$ cat src/rtl/demux_1to4_fifo_pkg.sv
// Shared constants for the 1-to-4 demux slice, plus the 4:1 single-bit mux used to pick
// the selected lane's status.
package demux_1to4_fifo_pkg;

    localparam int LANES = 4;
    localparam int SEL_W = 2;

    localparam int LANE0 = 0;
    localparam int LANE1 = 1;
    localparam int LANE2 = 2;
    localparam int LANE3 = 3;

    function automatic logic mux4to1(input logic [LANES-1:0] d, input logic [SEL_W-1:0] sel);
        return d[sel];
    endfunction

endpackage

$ cat src/rtl/demux_1to4_fifo_if.sv
// Producer-side and consumer-side bus of the 1-to-4 demux.
// Valid/ready: a word moves on a rising edge where valid && ready; while valid && !ready the
// sender holds its payload stable, and ready may depend combinationally on the receiver side.
interface demux_1to4_fifo_if #(parameter int N = 16);
    import demux_1to4_fifo_pkg::*;

    logic [N-1:0]       in_data;
    logic [SEL_W-1:0]   in_sel;
    logic               in_valid;
    logic               in_ready;
    logic [LANES*N-1:0] out_data;
    logic [LANES-1:0]   out_valid;
    logic [LANES-1:0]   out_ready;
    logic [LANES-1:0]   lane_full;

    modport master (
        output in_data, in_sel, in_valid, out_ready,
        input  in_ready, out_data, out_valid, lane_full
    );

    modport slave (
        input  in_data, in_sel, in_valid, out_ready,
        output in_ready, out_data, out_valid, lane_full
    );

endinterface

$ cat src/rtl/demux_1to4_fifo_lane_fifo.sv
// One lane buffer: DEPTH-entry circular FIFO with the head presented directly from storage
// (no bypass), so a pushed word appears one edge after it is written.
module lane_fifo #(
    parameter int N     = 16,
    parameter int DEPTH = 2
) (
    input  logic         clk,
    input  logic         rst,
    input  logic         push,
    input  logic [N-1:0] wr_data,
    input  logic         pop,
    output logic [N-1:0] rd_data,
    output logic         empty,
    output logic         full
);

    localparam int PW = $clog2(DEPTH);
    localparam int CW = $clog2(DEPTH + 1);

    logic [N-1:0]  mem [DEPTH];
    logic [PW-1:0] wr_ptr;
    logic [PW-1:0] rd_ptr;
    logic [CW-1:0] count;

    always_ff @(posedge clk or posedge rst) begin
        if (rst) begin
            for (int i = 0; i < DEPTH; i++) begin
                mem[i] <= '0;
            end
            wr_ptr <= '0;
            rd_ptr <= '0;
            count  <= '0;
        end else begin
            if (push) begin
                mem[wr_ptr] <= wr_data;
                wr_ptr      <= wr_ptr + PW'(1);
            end
            if (pop) begin
                rd_ptr <= rd_ptr + PW'(1);
            end
            // Push and pop together leave the occupancy unchanged.
            case ({push, pop})
                2'b10:   count <= count + CW'(1);
                2'b01:   count <= count - CW'(1);
                default: count <= count;
            endcase
        end
    end

    assign rd_data = mem[rd_ptr];
    assign empty   = (count == '0);
    assign full    = (count == CW'(DEPTH));

endmodule

$ cat src/rtl/demux_1to4_fifo.sv
// Registered 1-to-4 demultiplexer: each accepted word is routed by in_sel into one of four
// lane FIFOs, each drained by its own consumer with independent backpressure.
module demux_1to4_fifo
    import demux_1to4_fifo_pkg::*;
#(
    parameter int N     = 16,
    parameter int DEPTH = 2
) (
    input logic               clk,
    input logic               rst,
    demux_1to4_fifo_if.slave  bus
);

    logic [LANES-1:0]   push;
    logic [LANES-1:0]   pop;
    logic [LANES-1:0]   empty;
    logic [LANES-1:0]   full;
    logic [N-1:0]       rd_data [LANES];
    logic [LANES*N-1:0] out_data_w;
    logic               sel_full;
    logic               sel_ready;

    // A full lane still accepts when its head leaves this same cycle (out_ready -> in_ready path).
    assign sel_full     = mux4to1(full, bus.in_sel);
    assign sel_ready    = mux4to1(bus.out_ready, bus.in_sel);
    assign bus.in_ready = !sel_full || sel_ready;

    assign push = (bus.in_valid && bus.in_ready) ? (LANES'(1) << bus.in_sel) : '0;
    assign pop  = ~empty & bus.out_ready;

    for (genvar k = 0; k < LANES; k++) begin : g_lane
        lane_fifo #(
            .N     (N),
            .DEPTH (DEPTH)
        ) u_lane (
            .clk     (clk),
            .rst     (rst),
            .push    (push[k]),
            .wr_data (bus.in_data),
            .pop     (pop[k]),
            .rd_data (rd_data[k]),
            .empty   (empty[k]),
            .full    (full[k])
        );
    end

    always_comb begin
        out_data_w = '0;
        for (int k = 0; k < LANES; k++) begin
            out_data_w[k*N +: N] = rd_data[k];
        end
    end

    assign bus.out_data  = out_data_w;
    assign bus.out_valid = ~empty;
    assign bus.lane_full = full;

endmodule

$ cat src/flat_wrapper.sv
// flat-port wrapper written by rule: the top's interface ports become plain ports
module demux_1to4_fifo_flat import demux_1to4_fifo_pkg::*;
#(
    parameter int N     = 16,
    parameter int DEPTH = 2
)
  (clk, rst, bus_in_data, bus_in_sel, bus_in_valid, bus_out_ready, bus_in_ready, bus_out_data, bus_out_valid, bus_lane_full);
  demux_1to4_fifo_if #(.N(N)) bus_i ();
  input logic clk;
  input logic rst;
  input wire logic [$bits(bus_i.in_data)-1:0] bus_in_data;
  input wire logic [$bits(bus_i.in_sel)-1:0] bus_in_sel;
  input wire logic [$bits(bus_i.in_valid)-1:0] bus_in_valid;
  input wire logic [$bits(bus_i.out_ready)-1:0] bus_out_ready;
  output wire logic [$bits(bus_i.in_ready)-1:0] bus_in_ready;
  output wire logic [$bits(bus_i.out_data)-1:0] bus_out_data;
  output wire logic [$bits(bus_i.out_valid)-1:0] bus_out_valid;
  output wire logic [$bits(bus_i.lane_full)-1:0] bus_lane_full;
  assign bus_i.in_data = bus_in_data;
  assign bus_i.in_sel = bus_in_sel;
  assign bus_i.in_valid = bus_in_valid;
  assign bus_i.out_ready = bus_out_ready;
  assign bus_in_ready = bus_i.in_ready;
  assign bus_out_data = bus_i.out_data;
  assign bus_out_valid = bus_i.out_valid;
  assign bus_lane_full = bus_i.lane_full;
  demux_1to4_fifo #(.N(N), .DEPTH(DEPTH)) u_core (.clk(clk), .rst(rst), .bus(bus_i));
endmodule
$ cat config.mk
export PLATFORM = sky130hd
export DESIGN_NAME = demux_1to4_fifo_flat
export DESIGN_NICKNAME = d
export VERILOG_FILES = /design/src/rtl/demux_1to4_fifo_pkg.sv /design/src/rtl/demux_1to4_fifo_if.sv /design/src/rtl/demux_1to4_fifo_lane_fifo.sv /design/src/rtl/demux_1to4_fifo.sv /design/src/flat_wrapper.sv
export SDC_FILE = /design/constraint.sdc
export NUM_CORES = 1
export LEC_CHECK = 0
export BUFFER_PORTS_ARGS = -buffer_cell sky130_fd_sc_hd__buf_2
export CORE_MARGIN = 5
export CORE_UTILIZATION = 51
export DETAILED_ROUTE_END_ITERATION = 8
export GPL_ROUTABILITY_DRIVEN = 0
export GPL_TIMING_DRIVEN = 1
export MAX_ROUTING_LAYER = met4
export PLACE_DENSITY = 0.86
export SYNTH_ARGS = -nofsm -noshare
export SYNTH_HDL_FRONTEND = slang
export SYNTH_SLANG_ARGS = --single-unit
$ cat constraint.sdc
create_clock -name clk -period 3.9 [get_ports clk]
set_input_delay 0.195 -clock clk [delete_from_list [all_inputs] [get_ports clk]]
set_output_delay 0.195 -clock clk [all_outputs]
set_load 0.01 [all_outputs]
### After elaboration in Yosys (flattened, before gate mapping)

Cells that the tools add are included.

| storage, ports and cells | value |
|---|---|
| input port bits | 25 |
| flip-flop bits (word level) | 144 |
| word-level logic and storage cells | 120 |
| output and inout bits | 73 |

| operators by class | value |
|---|---|
| reductions and logical operators | 15 |
| shifts and indexed selects | 1 |
| mux-type cells | 33 |
| $add $sub $neg | 16 |
| order comparisons | 13 |
| bitwise logic cells | 10 |
| eq/ne operators | 12 |

Operators by type and width:

| operator | count |
|---|---|
| $mux W16 | 16 |
| $bwmux W32 | 4 |
| $demux W16 S1 | 4 |
| $eq A2 B2 Y1 const B | 8 |
| $ge A2 B2 Y1 const B | 8 |
| $not A1 Y2 | 8 |
| $pmux W2 S2 | 4 |
| $add A1 B1 Y1 const B | 8 |
| $add A2 B1 Y2 const B | 4 |
| $eq A2 B1 Y1 const B | 4 |
| $logic_not A2 Y1 | 4 |
| $lt A2 B1 Y1 const B | 4 |
| $reduce_bool A2 Y1 | 4 |
| $sub A2 B1 Y2 const B | 4 |
| $logic_and A1 B1 Y1 | 5 |
| $and A4 B4 Y4 | 1 |
| $bmux W1 S2 | 2 |
| $mux W4 | 1 |
| $not A4 Y4 | 1 |
| $shl A1 B2 Y4 const A | 1 |
| $lt A2 B3 Y1 const B | 1 |
| $mux W1 | 2 |
| $logic_not A1 Y1 | 1 |
| $logic_or A1 B1 Y1 | 1 |

### Depth between registers and ports, before layout

| logic depth | value |
|---|---|
| word-level depth | 9 |
| depth in mapped cells | 6 |
| gate-level depth less buffers | 6 |

### Cells and area by module

A second synthesis with hierarchy kept.

| unflattened totals | value |
|---|---|
| cells, all modules | 421 |
| area, all modules | 6,417.4 um^2 |

Modules (own cells, without submodules):

| module | area an instance (um^2) | times used | seq. area each (um^2) | cells an instance |
|---|---|---|---|---|
| lane_fifo | 1,569.0 | 4 | 900.9 | 101 |
| demux_1to4_fifo | 141.4 | 1 | 0.0 | 17 |

### Least setup slack after synthesis

Ideal clock, no wire load.

| timing | value |
|---|---|
| path kind | reg2reg |
| from | register u_core.g_lane[2].u_lane.count[0] |
| to | register u_core.g_lane[2].u_lane.mem[16] (netlist bit) |
| period minus slack after synthesis | 1.752 ns |
| buffers on the path | 1 |
| setup time | 0.125 ns |
| data required time | 3.775 ns |
| arrival | 1.627 ns |
| stages on the path, launching flop included | 5 |
| setup slack | 2.148 ns |
| path through | dfrtp_1 or3b_1 nand4b_1 buf_4 mux2_2 |

| on the way | value |
|---|---|
| cells in the longest elaborated chain, start to end | 7 |

Ends and longest elaborated chain:

| element | line | RTL |
|---|---|---|
| from (decl) | demux_1to4_fifo_lane_fifo.sv:23 | `logic [CW-1:0] count;` |
| from (signal assigned) | demux_1to4_fifo_lane_fifo.sv:43 | `2'b10: count <= count + CW'(1);` |
| from (signal assigned) | demux_1to4_fifo_lane_fifo.sv:44 | `2'b01: count <= count - CW'(1);` |
| from (signal assigned) | demux_1to4_fifo_lane_fifo.sv:45 | `default: count <= count;` |
| $eq A2 B2 Y1 | demux_1to4_fifo_lane_fifo.sv:52 | `assign full = (count == CW'(DEPTH));` |
| $bmux W1 S2 | demux_1to4_fifo_pkg.sv:14 | `return d[sel];` |
| $mux W1 (implied by the code) | demux_1to4_fifo_pkg.sv:14 |  |
| $logic_not A1 Y1 | demux_1to4_fifo.sv:26 | `assign bus.in_ready = !sel_full \|\| sel_ready;` |
| $logic_or A1 B1 Y1 | demux_1to4_fifo.sv:26 |  |
| $logic_and A1 B1 Y1 | demux_1to4_fifo.sv:28 | `assign push = (bus.in_valid && bus.in_ready) ? (LANES'(1) << bus.in_sel) : '0;` |
| $mux W4 | demux_1to4_fifo.sv:28 |  |
| to (signal, indexed assignment) | demux_1to4_fifo_lane_fifo.sv:35 | `mem[wr_ptr] <= wr_data;` |
| to (decl) | demux_1to4_fifo_lane_fifo.sv:20 | `logic [N-1:0] mem [DEPTH];` |

No other way between the ends. The select of a mux whose other input is x is not followed.
A chain may end at the register's enable or synchronous reset.

### Final worst setup path

| timing | value |
|---|---|
| from | register u_core.g_lane[3].u_lane.count[0] |
| to | output port bus_in_ready |

| on the way | value |
|---|---|
| cells in the longest elaborated chain, start to end | 5 |

Ends and longest elaborated chain:

| element | line | RTL |
|---|---|---|
| from (decl) | demux_1to4_fifo_lane_fifo.sv:23 |  |
| from (signal assigned) | demux_1to4_fifo_lane_fifo.sv:43 |  |
| from (signal assigned) | demux_1to4_fifo_lane_fifo.sv:44 |  |
| from (signal assigned) | demux_1to4_fifo_lane_fifo.sv:45 |  |
| $eq A2 B2 Y1 | demux_1to4_fifo_lane_fifo.sv:52 |  |
| $bmux W1 S2 | demux_1to4_fifo_pkg.sv:14 |  |
| $mux W1 (implied by the code) | demux_1to4_fifo_pkg.sv:14 |  |
| $logic_not A1 Y1 | demux_1to4_fifo.sv:26 |  |
| $logic_or A1 B1 Y1 | demux_1to4_fifo.sv:26 |  |
| to (decl) | flat_wrapper.sv:15 | `output wire logic [$bits(bus_i.in_ready)-1:0] bus_in_ready;` |

No other way between the ends. The select of a mux whose other input is x is not followed.

==> impl_metrics.json <==
{
  "status": "finished clean",
  "ys_seq_area_share_pct": 55.2,
  "netlist_area_um2": 6520,
  "grt_pass1_wl_um": 22000,
  "cp-start-kind": "flop",
  "postRouteAntennaNets": 0,
  "swShare_pct": 32.0,
  "preCtsSetupSlack_ns": 1.64,
  "io_buffer_count": 97,
  "cts_made_buffers": 17,
  "initial_core_util_pct": 51.9,
  "first_iter_violations": 247,
  "yosys_register_bits": 144,
  "power_frac_seq_pct": 39.5,
  "cts_htree_levels": 4,
  "dp_cells": 672,
  "remaining_drc_errors": 0,
  "path_class": "flop to output pin",
  "grt_setup_unrepaired": "no",
  "syn-num-nets": 454,
  "core_area_um2": 12600,
  "yosysWarnings": 0,
  "fin_worst_skew_ns": 0.00933,
  "crit_end": "bus_in_ready",
  "yosysTopAreaCellShare_pct": 55.2,
  "arrival_ns": 2.02,
  "cp_max_fo": 6,
  "setup_slack_ns": 1.68,
  "async_reset_ff_share_pct": 100,
  "max_freq_mhz": 451,
  "final_common_cell": "mux2_2",
  "hold_ws_ns": 0.0372,
  "wl_per_cell_um": 19.6,
  "p_leak_nw": 3.49,
  "via_per_inst": 5.43,
  "r2r_end": "u_core.g_lane[2].u_lane.mem[16]$_DFFE_PP0P_",
  "rows": 41,
  "hold_viol": 0,
  "reg2reg_slack_ns": 1.71,
  "die_w_um": 123,
  "dp_hpwl_um": 9340,
  "grt.total_usage_pct": 19.7,
  "tns_ns": 0,
  "clockBufferDepth": 2,
  "hold_buffers": 0,
  "die_area_um2": 15200,
  "synth_area_leaders": "dfrtp_1 55%, mux2_2 31%, mux2_4 2.5%",
  "nets": 548,
  "synthDistinctLibCells": 35,
  "layout-drive-gt1-share_pct": 63.5,
  "synth.avg_cell_area_um2": 15.4,
  "p_int_w": 0.00486,
  "fin_cells": 704,
  "relSlewSlack_pct": 26.5,
  "hp-class": "input port to async pin",
  "p_comb_share_pct": 37.0,
  "synth_edf_count": 0,
  "grt-ovfl-total": 0,
  "clkPwrFrac_pct": 23.5,
  "worstPathRequired_ns": 3.70,
  "cts_tree": "done",
  "maxSlewViolCount": 0,
  "die_h_um": 123,
  "first_global_vias": 4166,
  "final_util_pct": 61.3,
  "p_per_area_nw_per_um2": 928,
  "power.switching_w": 0.00229,
  "postCtsSetupRepairBufs": 0,
  "finalSetupViolations": 0,
  "synthCells": 425,
  "clk_latency_ns": 0.41,
  "yosys.area.top_type": "dfrtp_1",
  "cap_violations": 0,
  "antenna_found_initial": 0,
  "num_antenna_cells": 0,
  "clkSinkCount": 144,
  "tightest_slew_ns": 1.10,
  "clkTransAtPathRegs_ns": 0.06,
  "post-route-min-period_ns": 2.22,
  "area_delta_synth_final_pct": 18.2,
  "rr_startpoint": "u_core.g_lane[2].u_lane.count[0]$_DFFE_PP0P_",
  "vdd_ir_drop_max_v": 0.000509,
  "grt_max_degree": 82,
  "ioPinCount": 98,
  "cts_root_buf": "clkbuf_16",
  "vias": 3822,
  "dr.pass1.iters": 4,
  "critical_path.startpoint": "u_core.g_lane[3].u_lane.count[0]$_DFFE_PP0P_",
  "final_cell_mix": "181 x mux2_2, 144 x dfrtp_1, 97 x buf_2, 17 x clkbuf_16, 12 x xnor2_1",
  "synth_flop_cell": "dfrtp_1",
  "endpoint_kind": "output pin",
  "final.period_utilization_pct": 56.9,
  "post_cts_resized": 0,
  "reg2regPathDepth": 3,
  "wirelength_um": 13800
}
[layer usage]
layer | up-vias | part of all wire, % | wire [um] | GRT usage, %
met2 | 95 | 52 | 7120 | 32.8
met3 | 15 | 4.4 | 610 | 4.25
li1 | 1712 | - | - | -
met4 | 0 | 1.1 | 149 | 5.54
met5 | - | 0 | 0 | -
met1 | 2000 | 43 | 5920 | 24.6
[through the flow]
stage	area [um^2]	power [W]
after floorplan	6530	0.00456
after global placement	7080	0.00534
after detailed placement	7080	0.00549
after CTS	7700	0.00722
after global routing	7710	0.00755
final	7710	0.00715
[area by class of cell]
type	instances	area, um^2
well taps	172	215
clock inverters	12	155
fillers	964	4860
multi-input cells	255	2760
inverters	2	11.3
clock buffers	20	467
flip-flops and latches	144	3600
repair buffers	99	500
[state kept, by name, indices dropped and copies added, names as in the netlist]
register                     flops
u_core.g_lane.u_lane.count       8
u_core.g_lane.u_lane.mem       128
u_core.g_lane.u_lane.rd_ptr      4
u_core.g_lane.u_lane.wr_ptr      4
[cells by family (layout without fill, tap and decap cells)]
group / after synthesis / after routing / synth area share [%]
flops: 144 / 144 / 55.2
fa+ha+maj: 4 / 4 / 0.767
mux: 193 / 193 / 34.1
simple gates: 38 / 38 / 4.58
buf+inv: 26 / 133 / 2.61
xor+xnor: 20 / 20 / 2.69
[power by group through the flow]
stage,clock network [W],registers [W],logic (W)
3_5_place_dp,0,0.00283,0.00266
5_1_grt,0.00178,0.00292,0.00285
6_report,0.00168,0.00283,0.00265
4_1_cts,0.00171,0.00282,0.00269
3_3_place_gp,0,0.00275,0.00259
2_1_floorplan,0,0.00254,0.00202
[cell usage after synthesis (2+ instances only)]
cell type,number
and2_1,4
nor3b_1,2
mux2_2,181
nor2_1,4
buf_4,7
buf_1,3
or2_2,4
mux2_4,11
dfrtp_1,144
nor2b_1,5
or3b_2,2
clkbuf_1,5
buf_2,4
buf_6,4
ha_1,4
inv_1,2
or3_1,2
xnor2_1,12
nor4b_4,2
xor2_1,8
[worst min path at each step]
stage	from	to	slack (ns)	cells past startpoint
6_report	rst	u_core.g_lane[0].u_lane.mem[1]$_DFFE_PP0P_	0.04	3
5_1_grt	rst	u_core.g_lane[0].u_lane.mem[1]$_DFFE_PP0P_	0.12	3
4_1_cts	rst	u_core.g_lane[0].u_lane.mem[1]$_DFFE_PP0P_	0.07	3
3_5_place_dp	u_core.g_lane[2].u_lane.wr_ptr$_DFFE_PP0N_	u_core.g_lane[2].u_lane.wr_ptr$_DFFE_PP0N_	0.48	1
3_3_place_gp	u_core.g_lane[2].u_lane.wr_ptr$_DFFE_PP0N_	u_core.g_lane[2].u_lane.wr_ptr$_DFFE_PP0N_	0.47	1
2_1_floorplan	bus_in_data[5]	u_core.g_lane[1].u_lane.mem[21]$_DFFE_PP0P_	0.34	1
[worst max-delay path, stage by stage, from the launching register on]
cell     delay, ns
dfrtp_1       0.45
or3b_2        0.52
mux4_2        0.49
buf_2         0.16
Note: power is estimated with default switching activity, not from simulation.
